### config.mk
export PLATFORM = sky130hd
export DESIGN_NAME = gbuf_stream_reader
export DESIGN_NICKNAME = d
export VERILOG_FILES = /design/src/rtl/gbuf_stream_reader_pkg.sv /design/src/rtl/gbuf_stream_reader_skid_fifo.sv /design/src/rtl/gbuf_stream_reader.sv
export SDC_FILE = /design/constraint.sdc
export NUM_CORES = 1
export LEC_CHECK = 0
export BUFFER_PORTS_ARGS = -buffer_cell sky130_fd_sc_hd__buf_4
export CORE_MARGIN = 3
export CORE_UTILIZATION = 57
export DETAILED_ROUTE_END_ITERATION = 10
export PLACE_DENSITY = 0.85
export SETUP_SLACK_MARGIN = 0.3
export SYNTH_ARGS = -nofsm -noshare
export SYNTH_HDL_FRONTEND = slang
export SYNTH_HIERARCHICAL = 1
export SYNTH_SLANG_ARGS = --single-unit
### constraint.sdc
create_clock -name clk_i -period 3.3 [get_ports clk_i]
set_input_delay 0.33 -clock clk_i [delete_from_list [all_inputs] [get_ports clk_i]]
set_output_delay 0.33 -clock clk_i [all_outputs]
set_load 0.005 [all_outputs]
### src/rtl/gbuf_stream_reader_pkg.sv
// Shared definitions for the feature-map global buffer read path.
package gbuf_stream_reader_pkg;

   localparam int unsigned K_CHANNELS = 6;
   localparam int unsigned INT_WIDTH  = 8;
   localparam int unsigned SRAM_DEPTH = 16;
   localparam int unsigned FIFO_DEPTH = 3;
   localparam int unsigned BEAT_W     = K_CHANNELS * INT_WIDTH;

   typedef enum logic [1:0] {
      RD_IDLE,
      RD_RUN,
      RD_DRAIN
   } rd_state_e;

   typedef logic [K_CHANNELS-1:0][INT_WIDTH-1:0] beat_t;

endpackage

### src/rtl/gbuf_stream_reader_skid_fifo.sv
// Three-entry FIFO with registered occupancy; callers must never push when full or pop when empty.
module stream_skid_fifo
   import gbuf_stream_reader_pkg::*;
#(
   parameter int unsigned WIDTH = 8
) (
   input  logic             clk_i,
   input  logic             rst_async_n_i,
   input  logic             push_i,
   input  logic [WIDTH-1:0] data_i,
   input  logic             pop_i,
   output logic [1:0]       count_o,
   output logic [WIDTH-1:0] head_o
);

   logic [WIDTH-1:0] mem_q [FIFO_DEPTH];
   logic [WIDTH-1:0] mem_d [FIFO_DEPTH];
   logic [1:0]       wr_ptr_q, wr_ptr_d;
   logic [1:0]       rd_ptr_q, rd_ptr_d;
   logic [1:0]       count_q, count_d;

   function automatic logic [1:0] next_ptr(input logic [1:0] p);
      return (p == 2'(FIFO_DEPTH - 1)) ? 2'd0 : p + 2'd1;
   endfunction

   always_comb begin
      mem_d    = mem_q;
      wr_ptr_d = wr_ptr_q;
      rd_ptr_d = rd_ptr_q;
      if (push_i) begin
         mem_d[wr_ptr_q] = data_i;
         wr_ptr_d        = next_ptr(wr_ptr_q);
      end
      if (pop_i) begin
         rd_ptr_d = next_ptr(rd_ptr_q);
      end
      count_d = count_q + 2'(push_i) - 2'(pop_i);
   end

   always_ff @(posedge clk_i or negedge rst_async_n_i) begin
      if (!rst_async_n_i) begin
         for (int i = 0; i < FIFO_DEPTH; i++) mem_q[i] <= '0;
         wr_ptr_q <= '0;
         rd_ptr_q <= '0;
         count_q  <= '0;
      end else begin
         mem_q    <= mem_d;
         wr_ptr_q <= wr_ptr_d;
         rd_ptr_q <= rd_ptr_d;
         count_q  <= count_d;
      end
   end

   assign count_o = count_q;
   assign head_o  = mem_q[rd_ptr_q];

endmodule

### src/rtl/gbuf_stream_reader.sv
// Walks an address window across all banks in lockstep and streams each word out under credit control.
module gbuf_stream_reader
   import gbuf_stream_reader_pkg::*;
#(
   parameter int unsigned DEPTH  = SRAM_DEPTH,
   parameter int unsigned ADDR_W = $clog2(DEPTH)
) (
   input  logic                                  clk_i,
   input  logic                                  rst_async_n_i,
   input  logic                                  start_i,
   input  logic [ADDR_W-1:0]                     base_addr_i,
   input  logic [ADDR_W:0]                       len_i,
   output logic                                  busy_o,
   output logic                                  done_o,
   output logic [K_CHANNELS-1:0]                 rd_en_o,
   output logic [K_CHANNELS-1:0][ADDR_W-1:0]     rd_addr_o,
   input  logic [K_CHANNELS-1:0][INT_WIDTH-1:0]  rd_data_i,
   output logic                                  m_valid_o,
   input  logic                                  m_ready_i,
   output logic [K_CHANNELS-1:0][INT_WIDTH-1:0]  m_data_o,
   output logic                                  m_last_o
);

   localparam int unsigned CNT_W = ADDR_W + 1;

   rd_state_e         state_q, state_d;
   logic [CNT_W-1:0]  len_q, len_d;
   logic [CNT_W-1:0]  issued_q, issued_d;
   logic [CNT_W-1:0]  popped_q, popped_d;
   logic [1:0]        reserved_q, reserved_d;
   logic [ADDR_W-1:0] addr_q, addr_d;
   logic [ADDR_W-1:0] rd_addr_q, rd_addr_d;
   logic              rd_en_q, rd_en_d;
   logic              cap_q;
   logic              busy_q, busy_d;
   logic              done_q, done_d;

   logic              issue;
   logic              pop;
   logic              credit_ok;
   logic              fifo_valid;
   logic [1:0]        fifo_count;
   logic [BEAT_W-1:0] fifo_head;

   function automatic logic [ADDR_W-1:0] next_addr(input logic [ADDR_W-1:0] a);
      return (a == ADDR_W'(DEPTH - 1)) ? '0 : a + ADDR_W'(1);
   endfunction

   assign fifo_valid = (fifo_count != 2'd0);
   assign pop        = fifo_valid && m_ready_i;
   // A same-cycle pop frees a slot, which keeps a steady-ready sink at one beat per cycle.
   assign credit_ok  = (reserved_q != 2'(FIFO_DEPTH)) || pop;

   always_comb begin
      state_d   = state_q;
      len_d     = len_q;
      issued_d  = issued_q;
      popped_d  = popped_q + CNT_W'(pop);
      addr_d    = addr_q;
      rd_addr_d = '0;
      done_d    = 1'b0;
      issue     = 1'b0;
      case (state_q)
         RD_IDLE: begin
            if (start_i) begin
               if (len_i != '0) begin
                  len_d     = len_i;
                  issued_d  = CNT_W'(1);
                  popped_d  = '0;
                  issue     = 1'b1;
                  rd_addr_d = base_addr_i;
                  addr_d    = next_addr(base_addr_i);
                  state_d   = RD_RUN;
               end else begin
                  done_d = 1'b1;
               end
            end
         end
         RD_RUN: begin
            if ((issued_q != len_q) && credit_ok) begin
               issue     = 1'b1;
               rd_addr_d = addr_q;
               addr_d    = next_addr(addr_q);
               issued_d  = issued_q + CNT_W'(1);
            end
            if (issued_d == len_q) state_d = RD_DRAIN;
         end
         RD_DRAIN: begin
            if (popped_d == len_q) begin
               state_d = RD_IDLE;
               done_d  = 1'b1;
            end
         end
         default: state_d = RD_IDLE;
      endcase
      reserved_d = reserved_q + 2'(issue) - 2'(pop);
      rd_en_d    = issue;
      busy_d     = (state_d != RD_IDLE);
   end

   always_ff @(posedge clk_i or negedge rst_async_n_i) begin
      if (!rst_async_n_i) begin
         state_q    <= RD_IDLE;
         len_q      <= '0;
         issued_q   <= '0;
         popped_q   <= '0;
         reserved_q <= '0;
         addr_q     <= '0;
         rd_addr_q  <= '0;
         rd_en_q    <= 1'b0;
         cap_q      <= 1'b0;
         busy_q     <= 1'b0;
         done_q     <= 1'b0;
      end else begin
         state_q    <= state_d;
         len_q      <= len_d;
         issued_q   <= issued_d;
         popped_q   <= popped_d;
         reserved_q <= reserved_d;
         addr_q     <= addr_d;
         rd_addr_q  <= rd_addr_d;
         rd_en_q    <= rd_en_d;
         cap_q      <= rd_en_q;
         busy_q     <= busy_d;
         done_q     <= done_d;
      end
   end

   stream_skid_fifo #(
      .WIDTH (BEAT_W)
   ) u_fifo (
      .clk_i         (clk_i),
      .rst_async_n_i (rst_async_n_i),
      .push_i        (cap_q),
      .data_i        (rd_data_i),
      .pop_i         (pop),
      .count_o       (fifo_count),
      .head_o        (fifo_head)
   );

   assign busy_o    = busy_q;
   assign done_o    = done_q;
   assign rd_en_o   = {K_CHANNELS{rd_en_q}};
   assign rd_addr_o = {K_CHANNELS{rd_addr_q}};
   assign m_valid_o = fifo_valid;
   assign m_data_o  = fifo_valid ? fifo_head : '0;
   assign m_last_o  = fifo_valid && (popped_q == (len_q - CNT_W'(1)));

endmodule

==> summary.txt, run 1 <==
Clock sinks = 181
Vias/cell = 5.64
Number of H-tree levels = 4
Post-route ant nets = 0
Largest family of logic cells by synthesized area = multiplexers
Fin. Hold Viols = 0
Die X = 131 um
Crit path DAT = 3040 ps
Syn Nets = 775
Fraction of registers with async set/reset = 1.00
Worst-margin pin slew = 770 ps
Reg2Reg Setup Slack = 560 ps
DR pass1 iterations = 6
Maximum clock insertion buffer count = 2
Post-Synth Adder-Cell Area = 0.0140
Post-synthesis mux area share = 0.246
Uppermost layer routed = met4
DRC violations left = 0
EDFF count, synth = 0
Worst path depth = 9
Initial antenna violation count = 0
Gate power share = 0.484
WL met2 = 10400 um
Critical path buffers and inverters = 0
Period minus WS final = 2740 ps
Final period utilization = 0.831
CP startpoint kind = flip-flop
Num CTS Buffers = 17
Clk pin slew, worst setup/hold paths = 70 ps
CP max stage delay = 390 ps
Hold Path Class = primary input to flip-flop
Dpl hpwl = 12600 um
Critical-path top delay cell = dfrtp_1
Register area = 0.00453 mm2
F_max = 365 MHz
Setup WS pre-CTS = 635 ps
Placed inst area = 0.00998 mm2
Port bufs = 142
Area grow syn2layout = 18.1%
Worst VDD drop = 0.000566 V
Setup TNS = 0 ps
Clock skew = 9.87 ps
Synthesized cell area = 0.00891 mm2
Most frequent CP cell = ha_1
Drt total wl = 19400 um
Share of layout cells above drive strength 1 = 0.406
XOR/XNOR Fraction of Synth Area = 0.0234
Antenna fix cells = 0
Pin count of the biggest net entering global routing = 87
Vias in the first global route = 6201
Synth top area share = 0.508
Syn avg cell area = 12.7 um2
Met3 WL post-DR = 789 um
Crit Path Class = flip-flop to flip-flop
Sequential Power Share = 0.357
I/O pins = 143
CP cell instances = or2_2, and2_1, ha_1, ha_1, xor2_1, nor3b_1, a31oi_1, o41a_1, or3_1
Vias after detailed routing = 5825
Worst Setup SP = u_fifo/count_o[1]$_DFF_PN0_
Vert. Die Dim = 131 um
GRT Total Usage = 0.232
Filler Cells Inserted = 1062
Synth area leader = dfrtp_1
Pwr dens = 1110 mW/mm2
Internal Pwr Total = 0.00759 W
CP delay by family, top = simple AND/OR/NAND/NOR gates
Slew Limit Fails = 0
Final Cell Area = 0.0105 mm2
Core ar. = 0.0153 mm2
Clock Power Share = 0.159
Crit Reg-Reg Startpoint = u_fifo/count_o[1]$_DFF_PN0_
Ys flop type = dfrtp_1
Register area share after synthesis = 0.508
Count of yosys warnings during synthesis = 6
Crit Path Max Fanout = 5
Crit path to = busy_o$_DFF_PN0_
Row count = 45
Wire per inst = 18.7 um
Reg2reg end = busy_o$_DFF_PN0_
LEAKAGE = 4.71 nW
RSZ-0062 raised after global routing = false
CTS tree = built
Final setup fails = 0
#FFs+latches synth = 181
Yosys cell types = 50
First-pass GRT wire length = 31100 um
Clk_lat worst skew = 430 ps
Initial Util = 0.584
Die Footprint = 0.0172 mm2
Post-Synthesis Cells = 704
Multi-input logic area = 0.00392 mm2
GRT Residual Overflow = 0
Gpl congestion = 0.894
Synth top area cells = dfrtp_1 51%, mux2_2 17%, mux2i_1 5.8%
Synth Area in Compound Gates = 0.0822
Status = complete, no violations
WP data required = 3600 ps
Overall Power = 0.0117 W
Worst setup margin = 559 ps
Switching share of power = 0.350
CTS root buffer = clkbuf_16
Area share of and/or/nand/nor cells after synthesis = 0.0719
Nets = 880
Post-CTS setup buffer count = 0
NetSw = 0.00409 W
Slew margin rel. = 0.486
Initial DRC Count = 324
Max Cap Viol = 0
Critical path endpoint category = flip-flop
Met1 Wirelength = 7850 um
Worst Reg2Reg Path Length in Cells = 9
-- stage by stage --
stage               utilization  hold WS (ps)  cells
floorplan                     -          34.4    704
global placement          0.654           430   1000
detailed placement        0.654           446   1000
CTS                       0.690           103   1033
global route              0.690           111   1033
finish                    0.690           126   1033
-- placed cells by master, fill, tap and decap left out, drive strengths merged, types with 2 or more instances in the layout --
cell,count
a21oi,8
ha,10
buf,157
mux2,148
clkinvlp,3
a211o,2
o2bb2ai,48
and2,51
nor3b,4
nand3,3
clkbuf,22
mux2i,52
nor3,3
dfrtp,181
nand4,2
xor2,11
nor2,11
clkinv,6
o22ai,2
xnor2,12
nand2b,3
nor2b,3
inv,15
a22o,4
nor4,2
nand3b,2
a31oi,5
o21ai,10
nand2,24
a311oi,3
-- worst reg2reg max path: stages, from the launching register on --
cell     delay (ps)
dfrtp_1         390
or2_2           310
and2_1          230
ha_1            260
ha_1            250
xor2_1          200
nor3b_1         220
a31oi_1          90
o41a_1          360
or3_1           320
-- what timing repair did --
action / 4_1_cts / 5_1_grt
setup endpoints to repair: 0 / 0
resized for setup: 0 / 0
hold endpoints to repair: 41 / 0
hold buffers: 1 / 0
-- cells in the mapped netlist (2+ instances only) --
cell,count
ha_1,10
nor3b_2,2
and2_1,51
buf_2,22
a31oi_1,5
mux2_4,2
dfrtp_1,181
nand2_1,23
buf_6,2
a211o_1,2
nor3b_1,2
a22o_1,4
o2bb2ai_1,48
nor3_1,3
nor2b_1,3
o22ai_1,2
xor2_1,10
nand4_1,2
nand2b_1,3
o21ai_0,10
clkbuf_1,17
inv_1,15
a311oi_1,3
xnor2_1,12
mux2i_1,52
nor4_1,2
nor2_1,10
mux2_2,135
nand3_1,3
nand3b_1,2
mux2_1,11
a21oi_1,8
buf_4,30
-- flip-flops by register name, summed over array words and instances (netlist names), 2 cells and up --
signal and cells:
addr_q 4, issued_q 5, len_q 5, popped_q 5, rd_addr_q 4, reserved_q 2
state_q 2, u_fifo/count_o 2, u_fifo/mem_q 144, u_fifo/rd_ptr_q 2, u_fifo/wr_ptr_q 2
-- metal layers --
layer / GRT usage / up-vias
li1: - / 2688
met1: 0.287 / 2959
met2: 0.408 / 143
met3: 0.0434 / 35
met4: 0.0805 / 0
met5: 0 / -
-- layout make-up --
type / instances / share of cell area
tap: 211 / 0.0251
sequential: 181 / 0.431
clock buffer: 22 / 0.0432
clock inverter: 10 / 0.00785
multi-input combinational: 436 / 0.372
timing repair buffer: 158 / 0.116
inverter: 15 / 0.00535
-- worst min-delay path by stage --
stage | startpoint | to | slack [ps] | cells after the start
finish | len_i[4] | len_q[4]$_DFFE_PN0P_ | 130 | 3
global route | len_i[4] | len_q[4]$_DFFE_PN0P_ | 110 | 3
CTS | len_i[4] | len_q[4]$_DFFE_PN0P_ | 100 | 3
detailed placement | rst_async_n_i | u_fifo/mem_q[42]$_DFFE_PN0P_ | 450 | 1
global placement | rst_async_n_i | u_fifo/mem_q[90]$_DFFE_PN0P_ | 430 | 1
floorplan | rst_async_n_i | addr_q[0]$_DFFE_PN0P_ | 30 | 0
-- kinds of logic (layout without fill, tap and decap cells) --
| kind of cell | count (synthesis) | count (layout) |
|---|---|---|
| muxes | 200 | 200 |
| DFF | 181 | 181 |
| and+or+nand+nor | 112 | 112 |
| AOI/OAI and AO/OA | 91 | 91 |
| buffers and inverters | 87 | 205 |
| xor gates and xnor gates | 23 | 23 |
| adders and majority gates | 10 | 10 |
-- power by group through the flow --
stage | sequential (W) | clock (W) | combinational, W
after floorplan | 0.00384 | 0 | 0.00406
after global placement | 0.00407 | 0 | 0.00545
after detailed placement | 0.00419 | 0 | 0.00566
after CTS | 0.00416 | 0.00190 | 0.00570
after global routing | 0.00431 | 0.00199 | 0.00619
final | 0.00416 | 0.00186 | 0.00565
Note: power is estimated with default switching activity, not from simulation.
==> inputs of run 2 (changes only) <==
- CORE_UTILIZATION: 57 -> 51
- PLACE_DENSITY: 0.85 -> 0.81
- clock period: 3.3 -> 2.5 ns (I/O delays scaled with it)
==> run 2 against run 1 <==
Global-route usage is 2.0 points lower. Critical path depth unchanged. Sequential power grew 31%. Largest power group unchanged. Clock skew fell by 4.2 ps. Hold slack worse by 80 ps. Final cell count up 2.4%. Die area increased by 11%. Sequential cell count unchanged. Via count is 1.5% higher. Maximum frequency grew 15%. Clock power is 58% higher.
==> summary.txt, run 2 (synthesis gave the netlist of run 1 again) <==
Initial antenna violation count = 0 (unchanged)
Met3 WL post-DR = 842 um (+6.7%)
Initial DRC Count = 322 (-0.62%)
F_max = 419 MHz (+15%)
Drt total wl = 20100 um (+3.8%)
Vias in the first global route = 6552 (+5.7%)
Fin. Hold Viols = 0 (unchanged)
Min-Delay Endpoint = len_q[2]$_DFFE_PN0P_
Area grow syn2layout = 22.6%
Critical-path top delay cell = dfrtp_1
I/O pins = 143 (unchanged)
Slew Limit Fails = 0 (unchanged)
CTS root buffer = clkbuf_16
Reg2reg end = busy_o$_DFF_PN0_
Register area = 0.00454 mm2 (about the same)
Post-route ant nets = 0 (unchanged)
Max reg flops = 144 (unchanged)
Initial Util = 0.530 (-0.0542)
Most frequent CP cell = ha_4
Die X = 138 um (+5.5%)
Hold Path Class = primary input to flip-flop
Core ar. = 0.0168 mm2 (+10%)
DRC violations left = 0 (unchanged)
CP max stage delay = 380 ps (about the same)
Final setup fails = 0 (unchanged)
Maximum clock insertion buffer count = 2 (unchanged)
Num CTS Buffers = 17 (unchanged)
Vias/cell = 5.59 (-0.90%)
Clock skew = 5.67 ps (-4.20 ps)
DR pass1 iterations = 4 (-2)
Clk pin slew, worst setup/hold paths = 70 ps (about the same)
Pin count of the biggest net entering global routing = 76 (-13%)
GRT Residual Overflow = 0 (unchanged)
Worst VDD drop = 0.000627 V (+11%)
Number of H-tree levels = 4 (unchanged)
Row count = 47 (+4.4%)
Sequential Power Share = 0.333 (-0.024)
Crit Path Class = flip-flop to flip-flop
Period minus WS final = 2390 ps (-354 ps)
Nets = 896 (+1.8%)
Final period utilization = 0.955 (+0.124)
Gpl congestion = 0.884 (-1.1%)
Clk_lat worst skew = 420 ps (about the same)
Critical path endpoint category = flip-flop
Crit Path Max Fanout = 3 (-2)
First-pass GRT wire length = 33100 um (+6.3%)
Reg2Reg Setup Slack = 110 ps (-450 ps)
Worst Reg2Reg Path Length in Cells = 9 (unchanged)
Clock sinks = 181 (unchanged)
GRT Total Usage = 0.212 (-0.0200)
Setup WS pre-CTS = 64.0 ps (-571 ps)
CP cell instances = or2_4, and2_4, ha_4, ha_4, xor2_2, nor3b_2, a31oi_2, o41a_1, or3_1
Reg with most FFs = u_fifo/mem_q
Vert. Die Dim = 138 um (+5.5%)
Hold path depth = 3 (unchanged)
Share of layout cells above drive strength 1 = 0.442 (+0.0352)
RSZ-0062 raised after global routing = true
Worst-margin pin slew = 710 ps (-60.2 ps)
Uppermost layer routed = met4
Worst setup margin = 113 ps (-446 ps)
NetSw = 0.00561 W (+37%)
Crit path DAT = 2690 ps (-350 ps)
CTS tree = built
Port bufs = 142 (unchanged)
WP data required = 2800 ps (-800 ps)
Gate power share = 0.488 (+0.004)
Hold_ws = 45.2 ps (-80.5 ps)
Finished Core Util = 0.650 (-0.0400)
Dpl hpwl = 13000 um (+3.4%)
Pwr dens = 1490 mW/mm2 (+35%)
CP startpoint kind = flip-flop
Slew margin rel. = 0.527 (+0.0402)
Die Footprint = 0.0191 mm2 (+11%)
Multi-input logic area = 0.00401 mm2 (+2.4%)
Internal Pwr Total = 0.0107 W (+41%)
CP delay by family, top = simple AND/OR/NAND/NOR gates
Vias after detailed routing = 5912 (+1.5%)
Wire per inst = 19.0 um (+1.3%)
Highest-count cells in the layout ignoring fill and taps = 176 x dfrtp_1, 163 x buf_4, 135 x mux2_2
Crit Reg-Reg Startpoint = u_fifo/count_o[1]$_DFF_PN0_
Most common cell after layout, fill and taps aside = dfrtp_1
Critical path buffers and inverters = 0 (unchanged)
Met1 Wirelength = 8540 um (+8.7%)
LEAKAGE = 4.86 nW (+3.3%)
Filler Cells Inserted = 1235 (+16%)
Switching share of power = 0.344 (-0.00622)
Status = complete, no violations
Max Cap Viol = 0 (unchanged)
Overall Power = 0.0163 W (+40%)
Clock Power Share = 0.179 (+0.020)
HP Start = len_i[2]
WL met2 = 10400 um (+0.25%)
Setup TNS = 0 ps (unchanged)
Antenna fix cells = 0 (unchanged)
[run 2: cell types whose count changed in the layout (fill, tap and decap cells not counted), moves of 4 or more]
cell,before,now
buf_12,2,6
buf_4,154,163
inv_6,0,4
clkinv_2,6,1
bufinv_16,1,5
[run 2: what timing repair did]
item	4_1_cts	5_1_grt
hold buffers	1	0
endpoints found under the setup margin	52	6
resized for setup	8	14
buffers inserted	6	5
hold endpoints to repair	70	0
pin swaps	5	6
[run 2: worst reg2reg max path, delay by kind of cell (launching register included)]
family          cells  cell delay, ps
simple gates        4             950
compound gates      2             420
flops               1             380
fa+ha+maj           2             340
xor+xnor            1             180
[run 2: worst max path at each step]
stage / cells past startpoint / start / slack, ps / to
floorplan: 11 / u_fifo/count_o[1]$_DFF_PN0_ / -20 / busy_o$_DFF_PN0_
global placement: 9 / u_fifo/count_o[1]$_DFF_PN0_ / 120 / busy_o$_DFF_PN0_
detailed placement: 9 / u_fifo/count_o[1]$_DFF_PN0_ / 60 / busy_o$_DFF_PN0_
CTS: 9 / u_fifo/count_o[0]$_DFF_PN0_ / 60 / busy_o$_DFF_PN0_
global route: 9 / u_fifo/count_o[1]$_DFF_PN0_ / 50 / busy_o$_DFF_PN0_
finish: 9 / u_fifo/count_o[1]$_DFF_PN0_ / 110 / busy_o$_DFF_PN0_
[run 2: metrics by stage]
| step | std cells | area [um2] |
|---|---|---|
| final | 1058 | 10900 |
| after floorplan | 704 | 8960 |
| after detailed placement | 1014 | 10100 |
| after global routing | 1058 | 10900 |
| after global placement | 1014 | 10100 |
| after CTS | 1053 | 10800 |
[run 2: power groups by stage]
stage,logic [W],clock network [W],registers [W]
2_1_floorplan,0.00542,0,0.00507
3_3_place_gp,0.00736,0,0.00536
3_5_place_dp,0.00761,0,0.00551
4_1_cts,0.00787,0.00299,0.00541
5_1_grt,0.00866,0.00311,0.00561
6_report,0.00796,0.00293,0.00543
[run 2: area by class of cell]
type / instances / area share
clock buffer: 18 / 0.0393
timing repair buffer: 174 / 0.128
inverter: 15 / 0.00515
sequential: 181 / 0.415
multi-input combinational: 436 / 0.367
tap: 220 / 0.0252
clock inverter: 14 / 0.0203
[run 2: layer usage]
metal | vias to the layer above | global-route usage
met2 | 148 | 0.376
li1 | 2733 | -
met4 | 0 | 0.0619
met1 | 3001 | 0.263
met5 | - | 0
met3 | 30 | 0.0442
==> inputs of run 3 (changes only) <==
- CORE_ASPECT_RATIO: default -> 0.5
- CORE_UTILIZATION: 51 -> 53
- CTS_BUF_LIST: default -> sky130_fd_sc_hd__clkbuf_2 sky130_fd_sc_hd__clkbuf_4 sky130_fd_sc_hd__clkbuf_8
- PLACE_DENSITY: 0.81 -> 0.83
==> run 3 against run 2 <==
Non-clock buffer count up 5. Die area down 3.1%. Final area is 1.8% lower. Utilization is 2.4 points higher. Sequential share of layout area grew 0.78 points. Critical path type unchanged.
==> summary.txt, run 3 (synthesis gave the netlist of run 1 again) <==
Status = complete, no violations
Drt total wl = 19100 um (-4.7%)
CP startpoint kind = flip-flop
F_max = 416 MHz (-0.62%)
Slew margin rel. = 0.623 (+0.0966)
Initial DRC Count = 314 (-2.5%)
Pin count of the biggest net entering global routing = 87 (+14%)
Min-Delay Endpoint = len_q[2]$_DFFE_PN0P_
Highest-count cells in the layout ignoring fill and taps = 175 x dfrtp_1, 166 x buf_4, 135 x mux2_2
CTS root buffer = clkbuf_8
Fin. Hold Viols = 0 (unchanged)
Reg2reg end = busy_o$_DFF_PN0_
Final setup fails = 0 (unchanged)
Initial antenna violation count = 0 (unchanged)
I/O pins = 143 (unchanged)
Reg with most FFs = u_fifo/mem_q
Antenna fix cells = 0 (unchanged)
Clk_lat worst skew = 450 ps (+30 ps)
Row count = 32 (-32%)
Worst Reg2Reg Path Length in Cells = 9 (unchanged)
Area grow syn2layout = 20.4%
DR pass1 iterations = 4 (unchanged)
RSZ-0062 raised after global routing = true
First-pass GRT wire length = 31600 um (-4.4%)
Core ar. = 0.0159 mm2 (-5.3%)
Worst VDD drop = 0.000780 V (+24%)
Final period utilization = 0.961 (+0.00597)
Maximum clock insertion buffer count = 2 (unchanged)
Setup TNS = 0 ps (unchanged)
WP data required = 2820 ps (+20 ps)
Vert. Die Dim = 97.7 um (-29%)
Clk pin slew, worst setup/hold paths = 110 ps (+40 ps)
Gpl congestion = 0.853 (-3.6%)
Crit path DAT = 2720 ps (+30 ps)
Post-route ant nets = 0 (unchanged)
Vias after detailed routing = 5901 (-0.19%)
Initial Util = 0.559 (+0.0294)
HP Start = len_i[2]
Worst Setup SP = u_fifo/count_o[1]$_DFF_PN0_
DRC violations left = 0 (unchanged)
Die Footprint = 0.0185 mm2 (-3.1%)
Pwr dens = 1440 mW/mm2 (-3.8%)
Finished Core Util = 0.673 (+0.0236)
Die X = 189 um (+37%)
CTS tree = built
Crit Reg-Reg Startpoint = u_fifo/count_o[1]$_DFF_PN0_
Number of H-tree levels = 4 (unchanged)
Slew Limit Fails = 0 (unchanged)
LEAKAGE = 4.78 nW (-1.8%)
Hold path depth = 3 (unchanged)
Dpl hpwl = 12300 um (-5.6%)
Wire per inst = 18.0 um (-5.2%)
GRT Residual Overflow = 0 (unchanged)
Most common cell after layout, fill and taps aside = dfrtp_1
Clock sinks = 181 (unchanged)
Nets = 901 (+0.56%)
Critical path endpoint category = flip-flop
Clock skew = 20.6 ps (+14.9 ps)
Max Cap Viol = 0 (unchanged)
Hold Path Class = primary input to flip-flop
Port bufs = 142 (unchanged)
Num CTS Buffers = 17 (unchanged)
Share of layout cells above drive strength 1 = 0.442 (about the same)
Reg2Reg Setup Slack = 100 ps (about the same)
GRT Total Usage = 0.211 (-0.000851)
Max reg flops = 144 (unchanged)
Crit Path Max Fanout = 3 (unchanged)
Crit Path Class = flip-flop to flip-flop
Worst-margin pin slew = 564 ps (-146 ps)
Vias/cell = 5.55 (-0.66%)
Vias in the first global route = 6279 (-4.2%)
Period minus WS final = 2400 ps (+14.9 ps)
[run 3: cell count changes in the layout (fill, tap and decap cells not counted), sizes merged]
cell,delta
dlygate4sd3,+4
bufinv,-2
buf,+1
clkbuf,+1
clkinv,-1
clkinvlp,+1
[run 3: cell type report]
class	instances	area (um2)
fillers	1183	5200
flip-flops and latches	181	4540
multi-input cells	436	4010
repair buffers	179	1420
well taps	221	277
clock buffers	19	262
clock inverters	12	166
inverters	15	56.3
[run 3: critical path, cell delays in order, from the launching register on]
cell,delay (ps)
dfrtp_1,400
or2_4,280
and2_4,160
ha_4,160
ha_4,160
xor2_2,180
nor3b_2,170
a31oi_1,90
o41a_1,370
or3_1,310
[run 3: power breakdown]
group          internal (W)  switching (W)
Clock               0.00106        0.00109
Combinational       0.00448        0.00339
Sequential          0.00442       0.000959
Total               0.00996        0.00544
[run 3: timing repair]
action                                 4_1_cts  5_1_grt
pin swaps                                    5        8
hold buffers                                 5        0
endpoints found under the hold margin       58        0
gates cloned                                 0        0
buffers inserted                             8        5
setup endpoints to repair                   52        5
gates resized for setup                      9       13
[run 3: worst max-delay path by stage]
stage	to	slack [ps]	cells after the start
after floorplan	busy_o$_DFF_PN0_	-20	11
after CTS	busy_o$_DFF_PN0_	80	9
after global routing	busy_o$_DFF_PN0_	5	9
after global placement	busy_o$_DFF_PN0_	140	9
final	busy_o$_DFF_PN0_	100	9
after detailed placement	busy_o$_DFF_PN0_	70	9
[run 3: through the flow]
step	setup WS [ps]	cell area, um2	hold WS (ps)	instances	power, W
final	97.6	10700	37.3	1063	0.0154
after global routing	4.67	10700	13.1	1063	0.0165
after CTS	77.6	10600	0.572	1058	0.0153
after detailed placement	67.6	10100	258	1014	0.0130
after global placement	140	10100	249	1014	0.0127
after floorplan	-20.2	8960	-45.6	704	0.0105
[run 3: metal layers]
metal,GRT usage,vias up,share of wire
met4,0.0460,0,0.0083
met1,0.289,3022,0.46
met5,0,-,0
met2,0.355,129,0.49
li1,-,2733,-
met3,0.0407,17,0.043
